[src/rtl/pb_events_pkg.sv]
// Shared definitions for the push-button gesture classifier: event codes,
// FSM state encodings and FIFO geometry.
package pb_events_pkg;

  typedef enum logic [1:0] {
    EV_NONE   = 2'b00,
    EV_SHORT  = 2'b01,
    EV_LONG   = 2'b10,
    EV_DOUBLE = 2'b11
  } ev_code_t;

  typedef enum logic [1:0] {
    ST_IDLE    = 2'b00,
    ST_PRESSED = 2'b01,
    ST_WAIT2   = 2'b10,
    ST_HELD    = 2'b11
  } state_t;

  localparam int FIFO_DEPTH = 4;
  localparam int FIFO_AW    = 2;

  function automatic int max_int(input int a, input int b);
    return (a > b) ? a : b;
  endfunction

endpackage

[src/rtl/pb_events_if.sv]
// Event drain handshake between the classifier and the MCS-51 peripheral side.
interface pb_events_if;
  logic       EV_valid;
  logic [1:0] EV_code;
  logic       EV_ready;

  modport master (output EV_valid, output EV_code, input EV_ready);
  modport slave  (input EV_valid, input EV_code, output EV_ready);
endinterface

[src/rtl/pb_evfifo.sv]
// Synchronous 4x2-bit event FIFO; a push into a full FIFO without a same-cycle
// pop is dropped and reported on the one-cycle drop output.
module pb_evfifo
  import pb_events_pkg::*;
(
  input  logic       CLK,
  input  logic       RST,
  input  logic       push,
  input  logic [1:0] push_data,
  input  logic       pop_req,
  output logic       valid,
  output logic [1:0] head,
  output logic       full,
  output logic       drop
);

  logic [1:0]       mem [FIFO_DEPTH];
  logic [FIFO_AW:0] wr_ptr;
  logic [FIFO_AW:0] rd_ptr;
  logic             empty;
  logic             do_pop;
  logic             do_push;

  // The extra MSB distinguishes full from empty when the index bits match.
  assign empty   = (wr_ptr == rd_ptr);
  assign full    = (wr_ptr[FIFO_AW-1:0] == rd_ptr[FIFO_AW-1:0]) &&
                   (wr_ptr[FIFO_AW] != rd_ptr[FIFO_AW]);
  assign do_pop  = pop_req & ~empty;
  assign do_push = push & (~full | do_pop);
  assign drop    = push & full & ~do_pop;

  always_ff @(posedge CLK) begin
    // NOTE: sequential state uses non-blocking assignments so every register
    // samples pre-edge values regardless of statement order.
    if (RST) begin
      wr_ptr <= '0;
      rd_ptr <= '0;
    end else begin
      if (do_push) wr_ptr <= wr_ptr + 1'b1;
      if (do_pop)  rd_ptr <= rd_ptr + 1'b1;
    end
  end

  // NOTE: storage is deliberately not reset; resetting the pointers empties
  // the FIFO and the head is masked while empty.
  always_ff @(posedge CLK) begin
    if (do_push) mem[wr_ptr[FIFO_AW-1:0]] <= push_data;
  end

  assign valid = ~empty;
  assign head  = empty ? EV_NONE : mem[rd_ptr[FIFO_AW-1:0]];

endmodule

[src/rtl/pb_events.sv]
// Push-button gesture classifier: turns debounced press/release strobes into
// SHORT / LONG / DOUBLE events queued for a valid/ready consumer.
module pb_events
  import pb_events_pkg::*;
#(
  parameter int TICK_DIV   = 50000,
  parameter int LONG_TICKS = 500,
  parameter int DBL_TICKS  = 250
) (
  input  logic        CLK,
  input  logic        RST,
  input  logic        PB_down,
  input  logic        PB_up,
  input  logic        OVF_clr,
  output logic        EV_ovf,
  pb_events_if.master ev
);

  localparam int PW = (TICK_DIV > 1) ? $clog2(TICK_DIV) : 1;
  localparam int TW = $clog2(max_int(LONG_TICKS, DBL_TICKS) + 1);

  state_t        state, next_state;
  logic [PW-1:0] presc;
  logic [TW-1:0] ticks;
  logic          tick_now;
  logic          long_hit;
  logic          dbl_hit;
  logic          timer_clr;
  logic          emit;
  ev_code_t      emit_code;
  logic          down_v;
  logic          up_v;
  logic          fifo_full;
  logic          fifo_drop;

  // Simultaneous press and release strobes cancel each other out.
  assign down_v = PB_down & ~PB_up;
  assign up_v   = PB_up & ~PB_down;

  // Deadline N lands on the last prescaler step of tick N-1, i.e. exactly
  // TICK_DIV*N cycles after the clearing strobe.
  assign tick_now = (presc == PW'(TICK_DIV - 1));
  assign long_hit = tick_now && (ticks == TW'(LONG_TICKS - 1));
  assign dbl_hit  = tick_now && (ticks == TW'(DBL_TICKS - 1));

  always_ff @(posedge CLK) begin
    if (RST) state <= ST_IDLE;
    else     state <= next_state;
  end

  always_ff @(posedge CLK) begin
    if (RST || timer_clr) begin
      presc <= '0;
      ticks <= '0;
    end else if (state == ST_PRESSED || state == ST_WAIT2) begin
      if (tick_now) begin
        presc <= '0;
        ticks <= ticks + TW'(1);
      end else begin
        presc <= presc + PW'(1);
      end
    end
  end

  always_comb begin
    // NOTE: every output gets a default first so no path leaves it unassigned
    // and no latch is inferred.
    next_state = state;
    timer_clr  = 1'b0;
    emit       = 1'b0;
    emit_code  = EV_NONE;
    unique case (state)
      ST_IDLE: begin
        if (down_v) begin
          next_state = ST_PRESSED;
          timer_clr  = 1'b1;
        end
      end
      ST_PRESSED: begin
        if (long_hit) begin
          emit       = 1'b1;
          emit_code  = EV_LONG;
          next_state = up_v ? ST_IDLE : ST_HELD;
        end else if (up_v) begin
          next_state = ST_WAIT2;
          timer_clr  = 1'b1;
        end
      end
      ST_WAIT2: begin
        if (down_v) begin
          emit       = 1'b1;
          emit_code  = EV_DOUBLE;
          next_state = ST_HELD;
        end else if (dbl_hit) begin
          emit       = 1'b1;
          emit_code  = EV_SHORT;
          next_state = ST_IDLE;
        end
      end
      ST_HELD: begin
        if (up_v) next_state = ST_IDLE;
      end
      default: next_state = ST_IDLE;
    endcase
  end

  pb_evfifo u_fifo (
    .CLK       (CLK),
    .RST       (RST),
    .push      (emit),
    .push_data (emit_code),
    .pop_req   (ev.EV_ready),
    .valid     (ev.EV_valid),
    .head      (ev.EV_code),
    .full      (fifo_full),
    .drop      (fifo_drop)
  );

  // A drop sets the flag even when OVF_clr arrives in the same cycle.
  always_ff @(posedge CLK) begin
    if (RST)            EV_ovf <= 1'b0;
    else if (fifo_drop) EV_ovf <= 1'b1;
    else if (OVF_clr)   EV_ovf <= 1'b0;
  end

  logic unused_full;
  assign unused_full = fifo_full;

endmodule
[src/flat_wrapper.sv]
// flat-port wrapper written by rule: the top's interface ports become plain ports
module pb_events_flat import pb_events_pkg::*;
#(
  parameter int TICK_DIV   = 50000,
  parameter int LONG_TICKS = 500,
  parameter int DBL_TICKS  = 250
)
  (CLK, RST, PB_down, PB_up, OVF_clr, EV_ovf, ev_EV_valid, ev_EV_code, ev_EV_ready);
  pb_events_if ev_i ();
  input  logic CLK;
  input  logic RST;
  input  logic PB_down;
  input  logic PB_up;
  input  logic OVF_clr;
  output logic EV_ovf;
  output wire logic [$bits(ev_i.EV_valid)-1:0] ev_EV_valid;
  output wire logic [$bits(ev_i.EV_code)-1:0] ev_EV_code;
  input wire logic [$bits(ev_i.EV_ready)-1:0] ev_EV_ready;
  assign ev_EV_valid = ev_i.EV_valid;
  assign ev_EV_code = ev_i.EV_code;
  assign ev_i.EV_ready = ev_EV_ready;
  pb_events #(.TICK_DIV(TICK_DIV), .LONG_TICKS(LONG_TICKS), .DBL_TICKS(DBL_TICKS)) u_core (.CLK(CLK), .RST(RST), .PB_down(PB_down), .PB_up(PB_up), .OVF_clr(OVF_clr), .EV_ovf(EV_ovf), .ev(ev_i));
endmodule
[config.mk]
export PLATFORM = sky130hd
export DESIGN_NAME = pb_events_flat
export DESIGN_NICKNAME = d
export VERILOG_FILES = /design/src/rtl/pb_events_pkg.sv /design/src/rtl/pb_events_if.sv /design/src/rtl/pb_evfifo.sv /design/src/rtl/pb_events.sv /design/src/flat_wrapper.sv
export SDC_FILE = /design/constraint.sdc
export NUM_CORES = 1
export LEC_CHECK = 0
export ABC_AREA = 1
export BUFFER_PORTS_ARGS = -buffer_cell sky130_fd_sc_hd__buf_2
export CORE_ASPECT_RATIO = 0.8
export CORE_MARGIN = 2
export CORE_UTILIZATION = 45
export CTS_CLUSTER_SIZE = 20
export DETAILED_ROUTE_END_ITERATION = 16
export GPL_TIMING_DRIVEN = 0
export PLACE_DENSITY = 0.71
export SYNTH_ARGS = -nofsm -noshare
export SYNTH_HDL_FRONTEND = slang
export SYNTH_SLANG_ARGS = --single-unit
[constraint.sdc]
create_clock -name CLK -period 3.9 [get_ports CLK]
set_clock_uncertainty 0.05 [all_clocks]
set_input_delay 0.78 -clock CLK [delete_from_list [all_inputs] [get_ports CLK]]
set_output_delay 0.78 -clock CLK [all_outputs]
set_load 0.03 [all_outputs]
* Word-level counts from Yosys, hierarchy flattened *
Memory sizes are Yosys's and may differ from the RTL's. A register that Yosys moved wholly into a read port is not among the register bits.
Cells that the tools add are included.

cells by class
  add/subtract/negate cells = 4
  $mul = 0
  div/mod/pow operators = 0
  order comparisons = 0
  equality and inequality tests = 13
  shift-type cells = 0
  multiplexer cells = 28
  bitwise operators = 12
  reductions and logical operators = 9

operators with widths
  kind                                           count
  2-to-1 mux 2 bit                               12
  adder 16 x 1 -> 16 bit, second input constant  1
  == test 16 bit, second input constant          1
  2-to-1 mux 16 bit                              1
  2-to-1 mux 1 bit                               11
  adder 9 x 1 -> 9 bit, second input constant    1
  == test 9 x 8 -> 1 bit, second input constant  1
  == test 9 bit, second input constant           1
  case mux 2 bit (4 select lines)                1
  adder 3 x 1 -> 3 bit, second input constant    2
  bitwise AND 1 bit                              6
  != test 3 x 1 -> 1 bit, second input constant  2
  inverter 1 bit                                 5
  == test 2 bit, second input constant           2
  != test 2 x 1 -> 1 bit, second input constant  2
  case mux 1 bit (2 select lines)                2
  case mux 2 bit (2 select lines)                1
  AND reduction 4 bit                            1
  == test 3 bit                                  1
  logical AND 1 bit                              3
  == test 2 x 1 -> 1 bit, second input constant  1
  == test 2 bit                                  1
  zero test 2 bit                                1
  logical OR 1 bit                               2
  other kinds (4)                                4

storage, ports and cells
  register bits = 34
  bits in latches = 0
  bits in writable memories = 8
  bits in read-only memories = 0
  output and inout bits = 4
  word-level logic and storage cells = 73
  memories = 1

memory list
  name               words  width  read ports  clocked after Yosys merged registers in  write ports  RTL line         text
  u_core.u_fifo.mem  4      2      1           1                                        1            pb_evfifo.sv:17  logic [1:0] mem [FIFO_DEPTH];

* Depth between registers and ports, before layout *
  word-level depth = 8
  depth in mapped cells = 13
  depth with buffers taken out = 13

* Hierarchy *
A second synthesis with hierarchy kept.

unflattened totals
  cell total of the unflattened synthesis = 354
  area, all modules = 2580.0 um2

modules (own cells, without submodules)
  module     instances  cells an instance  area each (um2)
  pb_events  1          264                1791.7
  pb_evfifo  1          90                 788.3

* Worst setup path before layout *
No wires, ideal clock.

  path type = register to output
  from = register u_core.u_fifo.wr_ptr[1]
  to = output ev_EV_code[0]
  arrival = 1.243 ns
  required time = 3.070 ns
  slack = 1.827 ns
  stages on the path, launching flop included = 6
  path buffers = 0
  cell sequence = dfxtp_1 -> or2_0 -> a21oi_1 -> nand2_1 -> nand2_1 -> inv_1

on the way
  cells in the longest elaborated chain, start to end = 2

RTL lines
  what                    RTL line            text
  from (decl)             pb_evfifo.sv:18     logic [FIFO_AW:0] wr_ptr;
  from (signal assigned)  pb_evfifo.sv:39     if (do_push) wr_ptr <= wr_ptr + 1'b1;
  == test 3 bit           pb_evfifo.sv:25     assign empty = (wr_ptr == rd_ptr);
  2-to-1 mux 2 bit        pb_evfifo.sv:51     assign head = empty ? EV_NONE : mem[rd_ptr[FIFO_AW-1:0]];
  to (decl)               flat_wrapper.sv:17  output wire logic [$bits(ev_i.EV_code)-1:0] ev_EV_code;

Every way passes these cells.

* Worst setup path in the final report *
  from = register u_core.u_fifo.wr_ptr[1]
  to = output ev_EV_code[1]

The elaborated chain is that of the path after synthesis.

==> results.yml <==
worst_setup_path:
  slowest_stage: "dfxtp_1"
  slowest_delay_ns: 0.37
  arrival_ns: 1.57
  path_buf_inv: 2
  cp-end-kind: "output pin"
  cp_top_family: "simple AND/OR/NAND/NOR gates"
  cp-start-kind: "flop"
  crit_path_max_fanout: 6
  crit_path_frequent_cell: "nand2_1"
  critPathKind: "flop to output pin"
  required_ns: 3.07
  path_cells: "or2_0, a21oi_1, nand2_1, nand2_1, inv_1, buf_2"
synth:
  yosysUniqueCellTypes: 36
  yosysMostFrequentCell: "nand2_1"
  synthArstFlopShare_pct: 0
  synthesis.area_sq_um: 2510
  synth_edf_count: 8
  yosys-top-cells-area: "dfxtp_1 (29%), edfxtp_1 (9.6%), nand2_1 (8.5%)"
  synth_simple_gate_area_share_pct: 32.2
  synth_top_family_by_area: "simple AND/OR/NAND/NOR gates"
  synth_compound_area_share_pct: 10.8
  yosys.area.top_type_share_pct: 28.7
  synth_xor_area_share_pct: 3.83
  synthCells: 333
  avgSynthCellArea_sq_um: 7.55
  synth_flop_cell: "dfxtp_1"
  synthTopCellsByCount: "nand2_1 (57), nor2_1 (52), inv_1 (47)"
  ys_ff_latch: 44
  yosys.area.top_type: "dfxtp_1"
  post_synth_fa_ha_maj_area_fraction_pct: 5.97
  synth.area.mux_share_pct: 0.398
  synth_fp_nets: 351
  yosysWarnings: 0
  yosysSeqAreaShare_pct: 38.2
clocking:
  cts.repair.resized: 0
  clock_latency_ns: 0.29
  cts_tree: "built"
  postCtsHoldBufs: 0
  path_clk_slew_ns: 0.07
  clockBufferDepth: 2
  cts_setup_buffers: 0
  cts_max_level: 2
  root_buffer: "clkbuf_8"
  cts_buffers: 5
  clkSinkCount: 44
floorplanning:
  die-area_sq_um: 6200
  ios: 10
  initial_utilization_pct: 46.2
  rows: 24
  die_h_microns: 70.9
  die_w_microns: 87.6
  coreArea_sq_um: 5440
cells_and_area:
  fin_nets: 367
  area_growth_pct: 8.86
  multi_input_area_sq_um: 1340
  drive_gt1_share_pct: 13.7
  antenna_cells: 0
  seqCellArea_sq_um: 961
  fill_cells: 537
  fin_util_pct: 50.3
  fin_area_sq_um: 2740
grt:
  grt_max_degree: 13
  antenna_found_initial: 0
  grt_pass1_vias: 1934
  grt_usage_pct: 17.1
  overflow: 0
  grt_pass1_wl_microns: 8580
route:
  wirelength_met1_microns: 2500
  firstDrtPassIters: 5
  wl_microns: 4860
  met2WireLength_microns: 2110
  via_per_inst: 4.93
  vias: 2111
  met3_length_microns: 232
  routedWlPerCell_microns: 11.4
  top_layer: "met4"
  final_antenna_net_count: 0
  drc: 0
  drt-initial-drc-count: 122
timing:
  period_share_pct: 61.6
  tns_ns: 0
  min_period_ns: 2.40
  drv_slew: 0
  timing.fmax_ghz: 0.416
  hold_viol: 0
  maxSlewHeadroom_pct: 74.2
  setup_viol: 0
  tightest_slew_ns: 0.383
  rsz0062_at_grt: "false"
power_and_ir_drop:
  irDropWorstVdd_v: 0.000312
  leakage_nw: 1.08
  finalPower_mw: 1.20
  powerDensity_nw_per_um2: 437
hold_path:
  hold_path_class: "flop to flop"
placed_design:
  io_buffers: 9
  post-dp-hpwl_microns: 3720
  place_area_sq_um: 2660
  gp_congestion: 0.867
flow_run:
  drv_cap: 0
outcome:
  status: "completed"
-- layout make-up --
class	instances	area share (%)
inverters	51	7.09
clock inverters	1	0.137
well taps	78	3.57
clock buffers	7	2.79
flip-flops and latches	44	35.1
plain buffers	3	0.869
multi-input cells	235	48.8
repair buffers	9	1.65
-- cell families (layout without fill, tap and decap cells) --
kind of cell    after synthesis  count (layout)
buf+inv                      54              71
fa+ha+maj                    12              12
xor+xnor                     11              11
flops                        44              44
simple gates                168             168
mux                           1               1
compound gates               43              43
-- metal layers --
layer / vias up / global-route usage, %
met5: - / 0
met1: 961 / 24.9
met3: 4 / 3.97
li1: 1106 / -
met4: 0 / 3.76
met2: 40 / 25.8
-- metrics by stage --
step                      std cells  hold slack [ns]  worst slack [ns]
after floorplan                 333            0.398              1.83
after global placement          420            0.401              1.82
after detailed placement        420            0.404              1.81
after CTS                       428            0.415              1.50
after global routing            428            0.436              1.37
final                           428            0.414              1.50
-- worst paths after layout --
kind	from	end	slack, ns	cells after the start
worst max-delay path	u_core.u_fifo.wr_ptr[1]$_SDFFE_PP0P_	ev_EV_code[1]	1.50	6
worst min-delay path	u_core.EV_ovf$_SDFFE_PP0P_	u_core.EV_ovf$_SDFFE_PP0P_	0.41	2
worst max register to register	u_core.presc[0]$_SDFFE_PP0P_	u_core.u_fifo.mem[0][0]$_DFFE_PP_	1.77	9
worst min register to register	u_core.EV_ovf$_SDFFE_PP0P_	u_core.EV_ovf$_SDFFE_PP0P_	0.41	2
-- where the power goes --
part | internal, mW | total [mW] | switching, mW
clock network | 0.125 | 0.272 | 0.147
registers | 0.494 | 0.525 | 0.0313
logic | 0.132 | 0.399 | 0.268
-- worst min-delay path, delay by kind of cell (launching register included) --
family | cells | cell delay [ns]
flip-flops | 1 | 0.31
AND/OR/NAND/NOR | 1 | 0.06
AO/OA/AOI/OAI | 1 | 0.05
-- state kept, by name (all words and copies together), names as in the netlist, named ones only --
signal                count
u_core.presc             16
u_core.ticks              9
u_core.EV_ovf             1
u_core.u_fifo.rd_ptr      3
u_core.state              2
u_core.u_fifo.wr_ptr      3
u_core.u_fifo.mem         8
-- layout by cell type, fill, tap and decap left out, types with 5 or more instances in the layout --
cell      netlist  final
a21oi_1        15     15
a21oi_2         7      7
buf_2           1     10
clkbuf_8        0      5
dfxtp_1        36     36
edfxtp_1        8      8
ha_1           12     12
inv_1          47     47
nand2_1        57     57
nand3_1        20     20
nand4_1         6      6
nor2_1         52     52
nor3_1         12     12
o21ai_0        13     13
xnor2_1         5      5
xor2_1          6      6
No activity file was read; power rests on OpenSTA's default activity.
